$ cat src/rtl/bus_pkg.sv
// Shared types and constants for the fetch/execute memory bus arbiter.
package bus_pkg;

    typedef enum logic {
        ARB_IDLE,
        ARB_WAIT
    } arb_state_e;

    typedef enum logic {
        OWNER_FETCH,
        OWNER_EXECUTE
    } owner_e;

    localparam logic [3:0] WSTRB_WORD = 4'hF;

endpackage

$ cat src/rtl/bus_arbiter_if.sv
// Requester and memory-bus signals of the arbiter, grouped by side.
// Handshake: a requester raises *_req with stable fields and holds them until a
// one-cycle *_ack or *_err; the bus m_req stays high until one-cycle m_ack/m_err.
interface bus_arbiter_if;
    logic        f_req;
    logic [31:0] f_addr;
    logic        f_ack;
    logic        f_err;
    logic [31:0] f_rdata;

    logic        e_req;
    logic [31:0] e_addr;
    logic        e_we;
    logic [31:0] e_wdata;
    logic [3:0]  e_wstrb;
    logic        e_ack;
    logic        e_err;
    logic [31:0] e_rdata;

    logic        m_req;
    logic [31:0] m_addr;
    logic        m_we;
    logic [31:0] m_wdata;
    logic [3:0]  m_wstrb;
    logic        m_ack;
    logic        m_err;
    logic [31:0] m_rdata;

    // The arbiter is the bus master.
    modport master (
        input  f_req, f_addr, e_req, e_addr, e_we, e_wdata, e_wstrb,
        input  m_ack, m_err, m_rdata,
        output f_ack, f_err, f_rdata, e_ack, e_err, e_rdata,
        output m_req, m_addr, m_we, m_wdata, m_wstrb
    );

    modport slave (
        output f_req, f_addr, e_req, e_addr, e_we, e_wdata, e_wstrb,
        output m_ack, m_err, m_rdata,
        input  f_ack, f_err, f_rdata, e_ack, e_err, e_rdata,
        input  m_req, m_addr, m_we, m_wdata, m_wstrb
    );
endinterface

$ cat src/rtl/bus_watchdog.sv
// Transfer watchdog: counts enabled cycles since the last clear and flags
// expiry when the count reaches a non-zero limit.
module bus_watchdog (
    input  logic       clock,
    input  logic       reset,
    input  logic       clear,
    input  logic       enable,
    input  logic [7:0] limit,
    output logic       expired
);
    logic [7:0] count_q, count_d;

    always_comb begin
        count_d = count_q;
        if (clear) begin
            count_d = 8'd0;
        end else if (enable && count_q != 8'hFF) begin
            count_d = count_q + 8'd1;
        end
    end

    always_ff @(posedge clock) begin
        if (reset) begin
            count_q <= 8'd0;
        end else begin
            count_q <= count_d;
        end
    end

    // A zero limit disables the watchdog entirely.
    assign expired = (limit != 8'd0) && (count_q == limit);

endmodule

$ cat src/rtl/bus_arbiter.sv
// Arbitrates the single memory bus between fetch and execute: execute has
// priority, fetch is forced after STARVE_LIMIT consecutive execute grants.
module bus_arbiter
    import bus_pkg::*;
#(
    parameter int         STARVE_LIMIT = 4,
    parameter logic [7:0] TIMEOUT      = 8'd255
) (
    input  logic                 clock,
    input  logic                 reset,
    bus_arbiter_if.master        bus,
    output logic                 owner,
    output logic                 busy
);
    localparam logic [3:0] STREAK_MAX = 4'(STARVE_LIMIT);

    arb_state_e  state_q, state_d;
    owner_e      owner_q, owner_d;
    logic [3:0]  streak_q, streak_d;
    logic        m_req_q, m_req_d;
    logic [31:0] m_addr_q, m_addr_d;
    logic        m_we_q, m_we_d;
    logic [31:0] m_wdata_q, m_wdata_d;
    logic [3:0]  m_wstrb_q, m_wstrb_d;

    logic grant, grant_exec, in_wait, done_err, done_ack, expired;

    bus_watchdog u_watchdog (
        .clock   (clock),
        .reset   (reset),
        .clear   (grant),
        .enable  (in_wait),
        .limit   (TIMEOUT),
        .expired (expired)
    );

    always_comb begin
        state_d    = state_q;
        owner_d    = owner_q;
        streak_d   = streak_q;
        m_req_d    = m_req_q;
        m_addr_d   = m_addr_q;
        m_we_d     = m_we_q;
        m_wdata_d  = m_wdata_q;
        m_wstrb_d  = m_wstrb_q;
        grant      = 1'b0;
        grant_exec = 1'b0;

        in_wait  = (state_q == ARB_WAIT);
        // An error beats a simultaneous ack; the watchdog counts as an error.
        done_err = in_wait && (bus.m_err || expired);
        done_ack = in_wait && bus.m_ack && !done_err;

        if (state_q == ARB_IDLE) begin
            grant      = bus.f_req || bus.e_req;
            grant_exec = bus.e_req && (!bus.f_req || streak_q != STREAK_MAX);
        end

        if (grant) begin
            state_d = ARB_WAIT;
            m_req_d = 1'b1;
            if (grant_exec) begin
                owner_d   = OWNER_EXECUTE;
                m_addr_d  = bus.e_addr;
                m_we_d    = bus.e_we;
                m_wdata_d = bus.e_wdata;
                m_wstrb_d = bus.e_wstrb;
                if (!bus.f_req) begin
                    streak_d = 4'd0;
                end else if (streak_q != STREAK_MAX) begin
                    streak_d = streak_q + 4'd1;
                end
            end else begin
                owner_d   = OWNER_FETCH;
                m_addr_d  = bus.f_addr;
                m_we_d    = 1'b0;
                m_wdata_d = 32'd0;
                m_wstrb_d = WSTRB_WORD;
                streak_d  = 4'd0;
            end
        end else if (done_err || done_ack) begin
            state_d = ARB_IDLE;
            m_req_d = 1'b0;
        end
    end

    always_ff @(posedge clock) begin
        if (reset) begin
            state_q   <= ARB_IDLE;
            owner_q   <= OWNER_FETCH;
            streak_q  <= 4'd0;
            m_req_q   <= 1'b0;
            m_addr_q  <= 32'd0;
            m_we_q    <= 1'b0;
            m_wdata_q <= 32'd0;
            m_wstrb_q <= 4'd0;
        end else begin
            state_q   <= state_d;
            owner_q   <= owner_d;
            streak_q  <= streak_d;
            m_req_q   <= m_req_d;
            m_addr_q  <= m_addr_d;
            m_we_q    <= m_we_d;
            m_wdata_q <= m_wdata_d;
            m_wstrb_q <= m_wstrb_d;
        end
    end

    // Completion pulses go to the owner only and are suppressed during reset.
    assign bus.f_ack   = !reset && done_ack && (owner_q == OWNER_FETCH);
    assign bus.f_err   = !reset && done_err && (owner_q == OWNER_FETCH);
    assign bus.e_ack   = !reset && done_ack && (owner_q == OWNER_EXECUTE);
    assign bus.e_err   = !reset && done_err && (owner_q == OWNER_EXECUTE);
    assign bus.f_rdata = bus.f_ack ? bus.m_rdata : 32'd0;
    assign bus.e_rdata = bus.e_ack ? bus.m_rdata : 32'd0;

    assign bus.m_req   = m_req_q;
    assign bus.m_addr  = m_addr_q;
    assign bus.m_we    = m_we_q;
    assign bus.m_wdata = m_wdata_q;
    assign bus.m_wstrb = m_wstrb_q;

    assign owner = (owner_q == OWNER_EXECUTE);
    assign busy  = (state_q == ARB_WAIT);

endmodule

$ cat src/flat_wrapper.sv
// flat-port wrapper written by rule: the top's interface ports become plain ports
module bus_arbiter_flat import bus_pkg::*;
#(
    parameter int         STARVE_LIMIT = 4,
    parameter logic [7:0] TIMEOUT      = 8'd255
)
  (clock, reset, owner, busy, bus_f_req, bus_f_addr, bus_e_req, bus_e_addr, bus_e_we, bus_e_wdata, bus_e_wstrb, bus_m_ack, bus_m_err, bus_m_rdata, bus_f_ack, bus_f_err, bus_f_rdata, bus_e_ack, bus_e_err, bus_e_rdata, bus_m_req, bus_m_addr, bus_m_we, bus_m_wdata, bus_m_wstrb);
  bus_arbiter_if bus_i ();
  input  logic clock;
  input  logic reset;
  output logic owner;
  output logic busy;
  input wire logic [$bits(bus_i.f_req)-1:0] bus_f_req;
  input wire logic [$bits(bus_i.f_addr)-1:0] bus_f_addr;
  input wire logic [$bits(bus_i.e_req)-1:0] bus_e_req;
  input wire logic [$bits(bus_i.e_addr)-1:0] bus_e_addr;
  input wire logic [$bits(bus_i.e_we)-1:0] bus_e_we;
  input wire logic [$bits(bus_i.e_wdata)-1:0] bus_e_wdata;
  input wire logic [$bits(bus_i.e_wstrb)-1:0] bus_e_wstrb;
  input wire logic [$bits(bus_i.m_ack)-1:0] bus_m_ack;
  input wire logic [$bits(bus_i.m_err)-1:0] bus_m_err;
  input wire logic [$bits(bus_i.m_rdata)-1:0] bus_m_rdata;
  output wire logic [$bits(bus_i.f_ack)-1:0] bus_f_ack;
  output wire logic [$bits(bus_i.f_err)-1:0] bus_f_err;
  output wire logic [$bits(bus_i.f_rdata)-1:0] bus_f_rdata;
  output wire logic [$bits(bus_i.e_ack)-1:0] bus_e_ack;
  output wire logic [$bits(bus_i.e_err)-1:0] bus_e_err;
  output wire logic [$bits(bus_i.e_rdata)-1:0] bus_e_rdata;
  output wire logic [$bits(bus_i.m_req)-1:0] bus_m_req;
  output wire logic [$bits(bus_i.m_addr)-1:0] bus_m_addr;
  output wire logic [$bits(bus_i.m_we)-1:0] bus_m_we;
  output wire logic [$bits(bus_i.m_wdata)-1:0] bus_m_wdata;
  output wire logic [$bits(bus_i.m_wstrb)-1:0] bus_m_wstrb;
  assign bus_i.f_req = bus_f_req;
  assign bus_i.f_addr = bus_f_addr;
  assign bus_i.e_req = bus_e_req;
  assign bus_i.e_addr = bus_e_addr;
  assign bus_i.e_we = bus_e_we;
  assign bus_i.e_wdata = bus_e_wdata;
  assign bus_i.e_wstrb = bus_e_wstrb;
  assign bus_i.m_ack = bus_m_ack;
  assign bus_i.m_err = bus_m_err;
  assign bus_i.m_rdata = bus_m_rdata;
  assign bus_f_ack = bus_i.f_ack;
  assign bus_f_err = bus_i.f_err;
  assign bus_f_rdata = bus_i.f_rdata;
  assign bus_e_ack = bus_i.e_ack;
  assign bus_e_err = bus_i.e_err;
  assign bus_e_rdata = bus_i.e_rdata;
  assign bus_m_req = bus_i.m_req;
  assign bus_m_addr = bus_i.m_addr;
  assign bus_m_we = bus_i.m_we;
  assign bus_m_wdata = bus_i.m_wdata;
  assign bus_m_wstrb = bus_i.m_wstrb;
  bus_arbiter #(.STARVE_LIMIT(STARVE_LIMIT), .TIMEOUT(TIMEOUT)) u_core (.clock(clock), .reset(reset), .bus(bus_i), .owner(owner), .busy(busy));
endmodule
$ cat config.mk
export PLATFORM = sky130hd
export DESIGN_NAME = bus_arbiter_flat
export DESIGN_NICKNAME = d
export VERILOG_FILES = /design/src/rtl/bus_pkg.sv /design/src/rtl/bus_arbiter_if.sv /design/src/rtl/bus_watchdog.sv /design/src/rtl/bus_arbiter.sv /design/src/flat_wrapper.sv
export SDC_FILE = /design/constraint.sdc
export NUM_CORES = 1
export LEC_CHECK = 0
export ABC_AREA = 0
export CAP_MARGIN = 30
export CORE_MARGIN = 3
export CORE_UTILIZATION = 38
export CTS_CLUSTER_SIZE = 14
export DETAILED_ROUTE_END_ITERATION = 6
export GPL_TIMING_DRIVEN = 0
export PLACE_DENSITY = 0.86
export REMOVE_ABC_BUFFERS = 1
export SLEW_MARGIN = 20
export SYNTH_ARGS = -nofsm -noshare
export SYNTH_HDL_FRONTEND = slang
export SYNTH_SLANG_ARGS = --single-unit
$ cat constraint.sdc
create_clock -name clock -period 4.73 [get_ports clock]
set_input_delay 0.946 -clock clock [delete_from_list [all_inputs] [get_ports clock]]
set_output_delay 0.946 -clock clock [all_outputs]
set_load 0.03 [all_outputs]
**After elaboration in Yosys (flattened, before gate mapping)**

Cells that the tools add are included.

- Word-level logic and storage cells: 50
- Flip-flop bits (word level): 83

- Mux-type cells: 14
- Bitwise operators: 1
- Eq/ne operators: 4
- $add $sub $neg: 2
- Reductions and logical operators: 21

Operators with widths:

| operator | number |
|---|---|
| 32-bit two-way mux | 4 |
| 4-bit two-way mux | 4 |
| 1-bit logical AND | 11 |
| 8-bit by 1-bit adder with 8-bit output (second input constant) | 1 |
| 8-bit equality test (second input constant) | 1 |
| 8-bit != test (second input constant) | 1 |
| 1-bit two-way mux | 6 |
| 4-bit by 1-bit adder with 4-bit output (second input constant) | 1 |
| 1-bit logical OR | 4 |
| 4-bit by 3-bit != test with 1-bit output (second input constant) | 1 |
| 1-bit logical NOT | 3 |
| 3-bit != test (second input constant) | 1 |
| 2-bit AND reduction | 1 |
| 2-bit nonzero test | 1 |
| 2-bit OR reduction | 1 |
| 1-bit inverter | 1 |

**Depth between registers and ports, before layout**

- Depth in word-level cells: 8
- Gate-level depth with buffers: 7
- Mapped depth without buffers: 5

**Modules after synthesis**

Synthesis repeated with hierarchy kept, for this count alone.

- Cells, all modules: 496
- Area total of the unflattened synthesis: 4514.3 sq um

Modules (own cells, without submodules):

| module | area each (sq um) | times used | cells each |
|---|---|---|---|
| bus_arbiter | 3962.6 | 1 | 433 |
| bus_watchdog | 551.8 | 1 | 63 |

**Worst setup path before layout**

Ideal clock, no wire load.

- Path type: input to output
- Start point: in bus_m_ack
- End point: out bus_f_rdata[10]
- Buffers on the path: 2
- Path slack: 1.875 ns
- Stages on the path: 4
- Arrival time: 1.909 ns
- Cells stage by stage: nor2b_1 clkbuf_1 clkbuf_1 and3_1

- Longest elaborated chain between the ends: 5

RTL lines:

| element | line | RTL |
|---|---|---|
| start: declaration | flat_wrapper.sv:20 | `input wire logic [$bits(bus_i.m_ack)-1:0] bus_m_ack;` |
| 1-bit logical AND (2 in series) | bus_arbiter.sv:52 | `done_ack = in_wait && bus.m_ack && !done_err;` |
| 1-bit logical AND (2 in series) | bus_arbiter.sv:110 | `assign bus.f_ack = !reset && done_ack && (owner_q == OWNER_FETCH);` |
| 32-bit two-way mux | bus_arbiter.sv:114 | `assign bus.f_rdata = bus.f_ack ? bus.m_rdata : 32'd0;` |
| end: declaration | flat_wrapper.sv:25 | `output wire logic [$bits(bus_i.f_rdata)-1:0] bus_f_rdata;` |

Every way passes these cells.

**Worst setup path after layout**

- Start point: in reset
- End point: out bus_e_rdata[0]

- Longest elaborated chain between the ends: 4

RTL lines:

| element | line | RTL |
|---|---|---|
| start: declaration | flat_wrapper.sv:10 | `input logic reset;` |
| 1-bit logical NOT | bus_arbiter.sv:112 | `assign bus.e_ack = !reset && done_ack && (owner_q == OWNER_EXECUTE);` |
| 1-bit logical AND (2 in series) | bus_arbiter.sv:112 |  |
| 32-bit two-way mux | bus_arbiter.sv:115 | `assign bus.e_rdata = bus.e_ack ? bus.m_rdata : 32'd0;` |
| end: declaration | flat_wrapper.sv:28 | `output wire logic [$bits(bus_i.e_rdata)-1:0] bus_e_rdata;` |

Every way passes these cells.

==> impl_metrics.env <==
export IMPL_first_global_vias=4888
export IMPL_finalInstanceArea_um2=7118
export IMPL_hpwlAfterDp_um=12480
export IMPL_routed_wl_um=17050
export IMPL_placement_cell_area_um2=6903
export IMPL_timing_final_hold_violations=0
export IMPL_yosysWarnings=0
export IMPL_rows=36
export IMPL_fillerInstances=765
export IMPL_timing_max_slew_rel_slack_pct=41.48
export IMPL_holdCritPathClass="flip-flop to flip-flop"
export IMPL_tritoncts="yes"
export IMPL_yosys_top_cells_count="sky130_fd_sc_hd__dfxtp_1 (83), sky130_fd_sc_hd__and3_1 (62), sky130_fd_sc_hd__o21ai_0 (59)"
export IMPL_timing_critical_path_cells="buf_2, buf_12, nand3b_1, a21oi_4, and3_1, clkdlybuf4s50_1"
export IMPL_synth_top_cells_by_area="sky130_fd_sc_hd__dfxtp_1 (41%), sky130_fd_sc_hd__and3_1 (9.6%), sky130_fd_sc_hd__o21ai_0 (7.3%), sky130_fd_sc_hd__a32oi_1 (7.2%), sky130_fd_sc_hd__a31oi_1 (5.4%)"
export IMPL_globalRouteOverflowTotal=0
export IMPL_worst_endpoint_required_ns=3.78
export IMPL_drt_pre_antenna_iters=5
export IMPL_clockPowerShare_pct=27.1
export IMPL_core_region_area_um2=10040
export IMPL_viasPerCell=5.657
export IMPL_path_clk_slew_ns=0.09
export IMPL_detailroute_via_count=4899
export IMPL_rsz_0062_raised_after_global_routing="false"
export IMPL_drc=0
export IMPL_io_pins=279
export IMPL_clock_skew_final_ns=0.009465
export IMPL_critPathLaunchType="primary input"
export IMPL_dp_slack_ns=0.4816
export IMPL_ctsLongestPathBuffers=2
export IMPL_layout_worst_path_cycle_share_pct=84.52
export IMPL_numnets_final=867
export IMPL_setup_violations=0
export IMPL_internal_power_mw=1.262
export IMPL_post_synth_inst_count=484
export IMPL_synth_edff_count=0
export IMPL_leading_area_contributor_after_synthesis="sky130_fd_sc_hd__dfxtp_1"
export IMPL_stdcell_count=866
export IMPL_crit_path_top_delay_cell="sky130_fd_sc_hd__clkdlybuf4s50_1"
export IMPL_outcome="completed"
export IMPL_area_growth_syn_to_layout_pct=76.51
export IMPL_static_leakage_power_nw=2.744
export IMPL_sw_frac_of_total_pct=31.68
export IMPL_synthFlopType="sky130_fd_sc_hd__dfxtp_1"
export IMPL_power_combinational_fraction_pct=30.5
export IMPL_setup_tns_ns=0
export IMPL_timing_max_transition_violations_final=0
export IMPL_asr_flop_ratio_synth_pct=0
export IMPL_power_sequential_fraction_pct=42.4
export IMPL_detailedRoute_firstIterationViolations=451
export IMPL_die_w_um=109.0
export IMPL_worst_path_largest_cell_delay_ns=0.69
export IMPL_htreeDepth=3
export IMPL_clock_buffer_count_from_cts=9
export IMPL_yosys_cell_count_top_type="sky130_fd_sc_hd__dfxtp_1"
export IMPL_cp_end_kind="primary output"
export IMPL_max_freq_mhz=250.1
export IMPL_netlist_area_leader_share_pct=41.20
export IMPL_postRouteAntennaNets=0
export IMPL_track_usage_pct=27.70
export IMPL_mappedNetlistArea_um2=4033
export IMPL_routabilityCongestion=0.7908
export IMPL_cts_root_buffer_cell="sky130_fd_sc_hd__clkbuf_8"
export IMPL_finalWorstSetupSlack_ns=0.7323
export IMPL_worstPathBufferInverterCount=3
export IMPL_criticalPathCategory="primary input to primary output"
export IMPL_cts_sinks=83
export IMPL_ratio_of_total_power_to_cell_area_nw_per_um2=259.6
export IMPL_drive_gt1_share_pct=6.027
export IMPL_postCtsHoldBufs=0
export IMPL_synth_yosys_seq_area_share_pct=41.20
export IMPL_largest_net_degree_at_the_start_of_global_routing=67
export IMPL_port_buffers=278
export IMPL_switchingPower_mw=0.5854
export IMPL_cts_repair_resized=0
export IMPL_synthDistinctLibCells=42
export IMPL_ir_drop_mv=0.2255
export IMPL_timing_final_crit_period_ns=3.998
export IMPL_tightestPinTransition_ns=0.8777
export IMPL_maxCapViolCount=0
export IMPL_placed_cells=846
export IMPL_grt_first_pass_wirelength_um=25600
export IMPL_clock_insertion_delay_worst_skew_ns=0.35
export IMPL_fp_dieH_um=109.0
export IMPL_die_outline_area_um2=11880
export IMPL_crit_arrival_ns=3.05
export IMPL_ys_seq_elements=83
export IMPL_floorplan_initialDensity_pct=40.15
export IMPL_detail_route_wl_per_cell_um=19.69
export IMPL_crit_fanout=35
export IMPL_syn_mean_instance_area_um2=8.332
export IMPL_antenna_found_initial=3
export IMPL_postCtsSetupBuffers=0
export IMPL_cp_top_family="buffers and inverters"
-- routing by layer --
layer	share of wire [%]	GRT usage (%)	vias up
met4	3.4	14.07	0
met5	0	0	-
met3	11	9.591	38
met1	35	29.49	2277
met2	50	48.33	271
li1	-	-	2313
-- power groups by stage --
stage | clock, mW | combinational [mW] | sequential (mW)
6_report | 0.501 | 0.563 | 0.784
5_1_grt | 0.531 | 0.597 | 0.790
4_1_cts | 0.508 | 0.560 | 0.783
3_5_place_dp | 0 | 0.558 | 0.797
3_3_place_gp | 0 | 0.532 | 0.794
2_1_floorplan | 0 | 0.148 | 0.895
-- worst register-to-register path, delay by kind of cell, from the launching register on --
| kind | cells | cell delay [ns] |
|---|---|---|
| buffers and inverters | 3 | 0.54 |
| DFF | 1 | 0.35 |
| AOI/OAI and AO/OA | 2 | 0.33 |
| and+or+nand+nor | 1 | 0.28 |
| adders and majority gates | 1 | 0.22 |
-- final cells by class --
type / count / area [µm²] / share of cell area, %
tap: 133 / 166.4 / 2.338
clock inverter: 5 / 53.80 / 0.7558
sequential: 83 / 1662 / 23.34
antenna: 3 / 7.507 / 0.1055
multi-input combinational: 337 / 2098 / 29.48
timing repair buffer: 289 / 2980 / 41.87
clock buffer: 11 / 131.4 / 1.846
inverter: 5 / 18.77 / 0.2637
-- path summary, 6_finish.rpt --
path	to	startpoint	cells after the start	slack [ns]
min reg2reg	u_core.bus.m_wdata[14]	u_core.bus.m_wdata[14]	2	0.50
max	bus_e_rdata[0]	reset	6	0.73
max reg2reg	u_core.bus.m_addr[6]	u_core.streak_q[0]	7	2.90
min	u_core.bus.m_wdata[14]	u_core.bus.m_wdata[14]	2	0.50
-- stage by stage --
step	utilization (%)	hold WS, ns	power (mW)
global route	70.86	0.5154	1.919
finish	70.86	0.4971	1.848
detailed placement	68.72	0.4789	1.355
global placement	66.60	0.4654	1.326
CTS	70.57	0.5003	1.852
floorplan	-	0.4530	1.043
-- logic make-up (layout without fill, tap and decap cells) --
family / Yosys count / after routing / synth area share, %
flops: 83 / 83 / 41.20
mux: 3 / 3 / 0.7447
other cells: 0 / 3 / 0
buf+inv: 64 / 310 / 7.695
fa+ha+maj: 3 / 3 / 0.9309
compound gates: 187 / 187 / 29.29
simple gates: 144 / 144 / 20.14
-- placed cells by master (no fill, tap or decap), types with 2 or more instances in the layout --
master / netlist / routed
sky130_fd_sc_hd__a21oi_1: 38 / 38
sky130_fd_sc_hd__mux2i_1: 3 / 3
sky130_fd_sc_hd__and4_1: 2 / 2
sky130_fd_sc_hd__o21ai_1: 5 / 5
sky130_fd_sc_hd__ha_1: 3 / 3
sky130_fd_sc_hd__nor2b_4: 0 / 2
sky130_fd_sc_hd__and3_1: 62 / 62
sky130_fd_sc_hd__nand4_1: 6 / 6
sky130_fd_sc_hd__and3_2: 3 / 3
sky130_fd_sc_hd__nand2_1: 7 / 7
sky130_fd_sc_hd__clkinv_2: 0 / 3
sky130_fd_sc_hd__clkdlybuf4s50_1: 0 / 277
sky130_fd_sc_hd__buf_8: 0 / 3
sky130_fd_sc_hd__nand2b_1: 3 / 2
sky130_fd_sc_hd__o221a_2: 4 / 4
sky130_fd_sc_hd__and2_1: 2 / 2
sky130_fd_sc_hd__nand3b_1: 2 / 2
sky130_fd_sc_hd__buf_16: 0 / 2
sky130_fd_sc_hd__nand3_1: 6 / 6
sky130_fd_sc_hd__buf_12: 0 / 4
sky130_fd_sc_hd__nor3_1: 4 / 4
sky130_fd_sc_hd__buf_6: 4 / 2
sky130_fd_sc_hd__or3_1: 2 / 2
sky130_fd_sc_hd__inv_1: 5 / 4
sky130_fd_sc_hd__o21ai_0: 59 / 59
sky130_fd_sc_hd__clkbuf_8: 0 / 9
sky130_fd_sc_hd__nand4b_1: 2 / 2
sky130_fd_sc_hd__dfxtp_1: 83 / 83
sky130_fd_sc_hd__diode_2: 0 / 3
sky130_fd_sc_hd__a31oi_1: 35 / 35
sky130_fd_sc_hd__nor2_1: 36 / 36
sky130_fd_sc_hd__clkbuf_1: 27 / 2
sky130_fd_sc_hd__a32oi_1: 33 / 33
sky130_fd_sc_hd__a211oi_1: 4 / 4
-- sequential cells by signal (all words and copies together) (netlist names) --
signal and flops:
u_core.bus.m_addr 32, u_core.bus.m_wdata 32, u_core.bus.m_we 1, u_core.bus.m_wstrb 4, u_core.busy 1, u_core.owner 1
u_core.streak_q 4, u_core.u_watchdog.count_q 8
No activity file was read; power rests on OpenSTA's default activity.
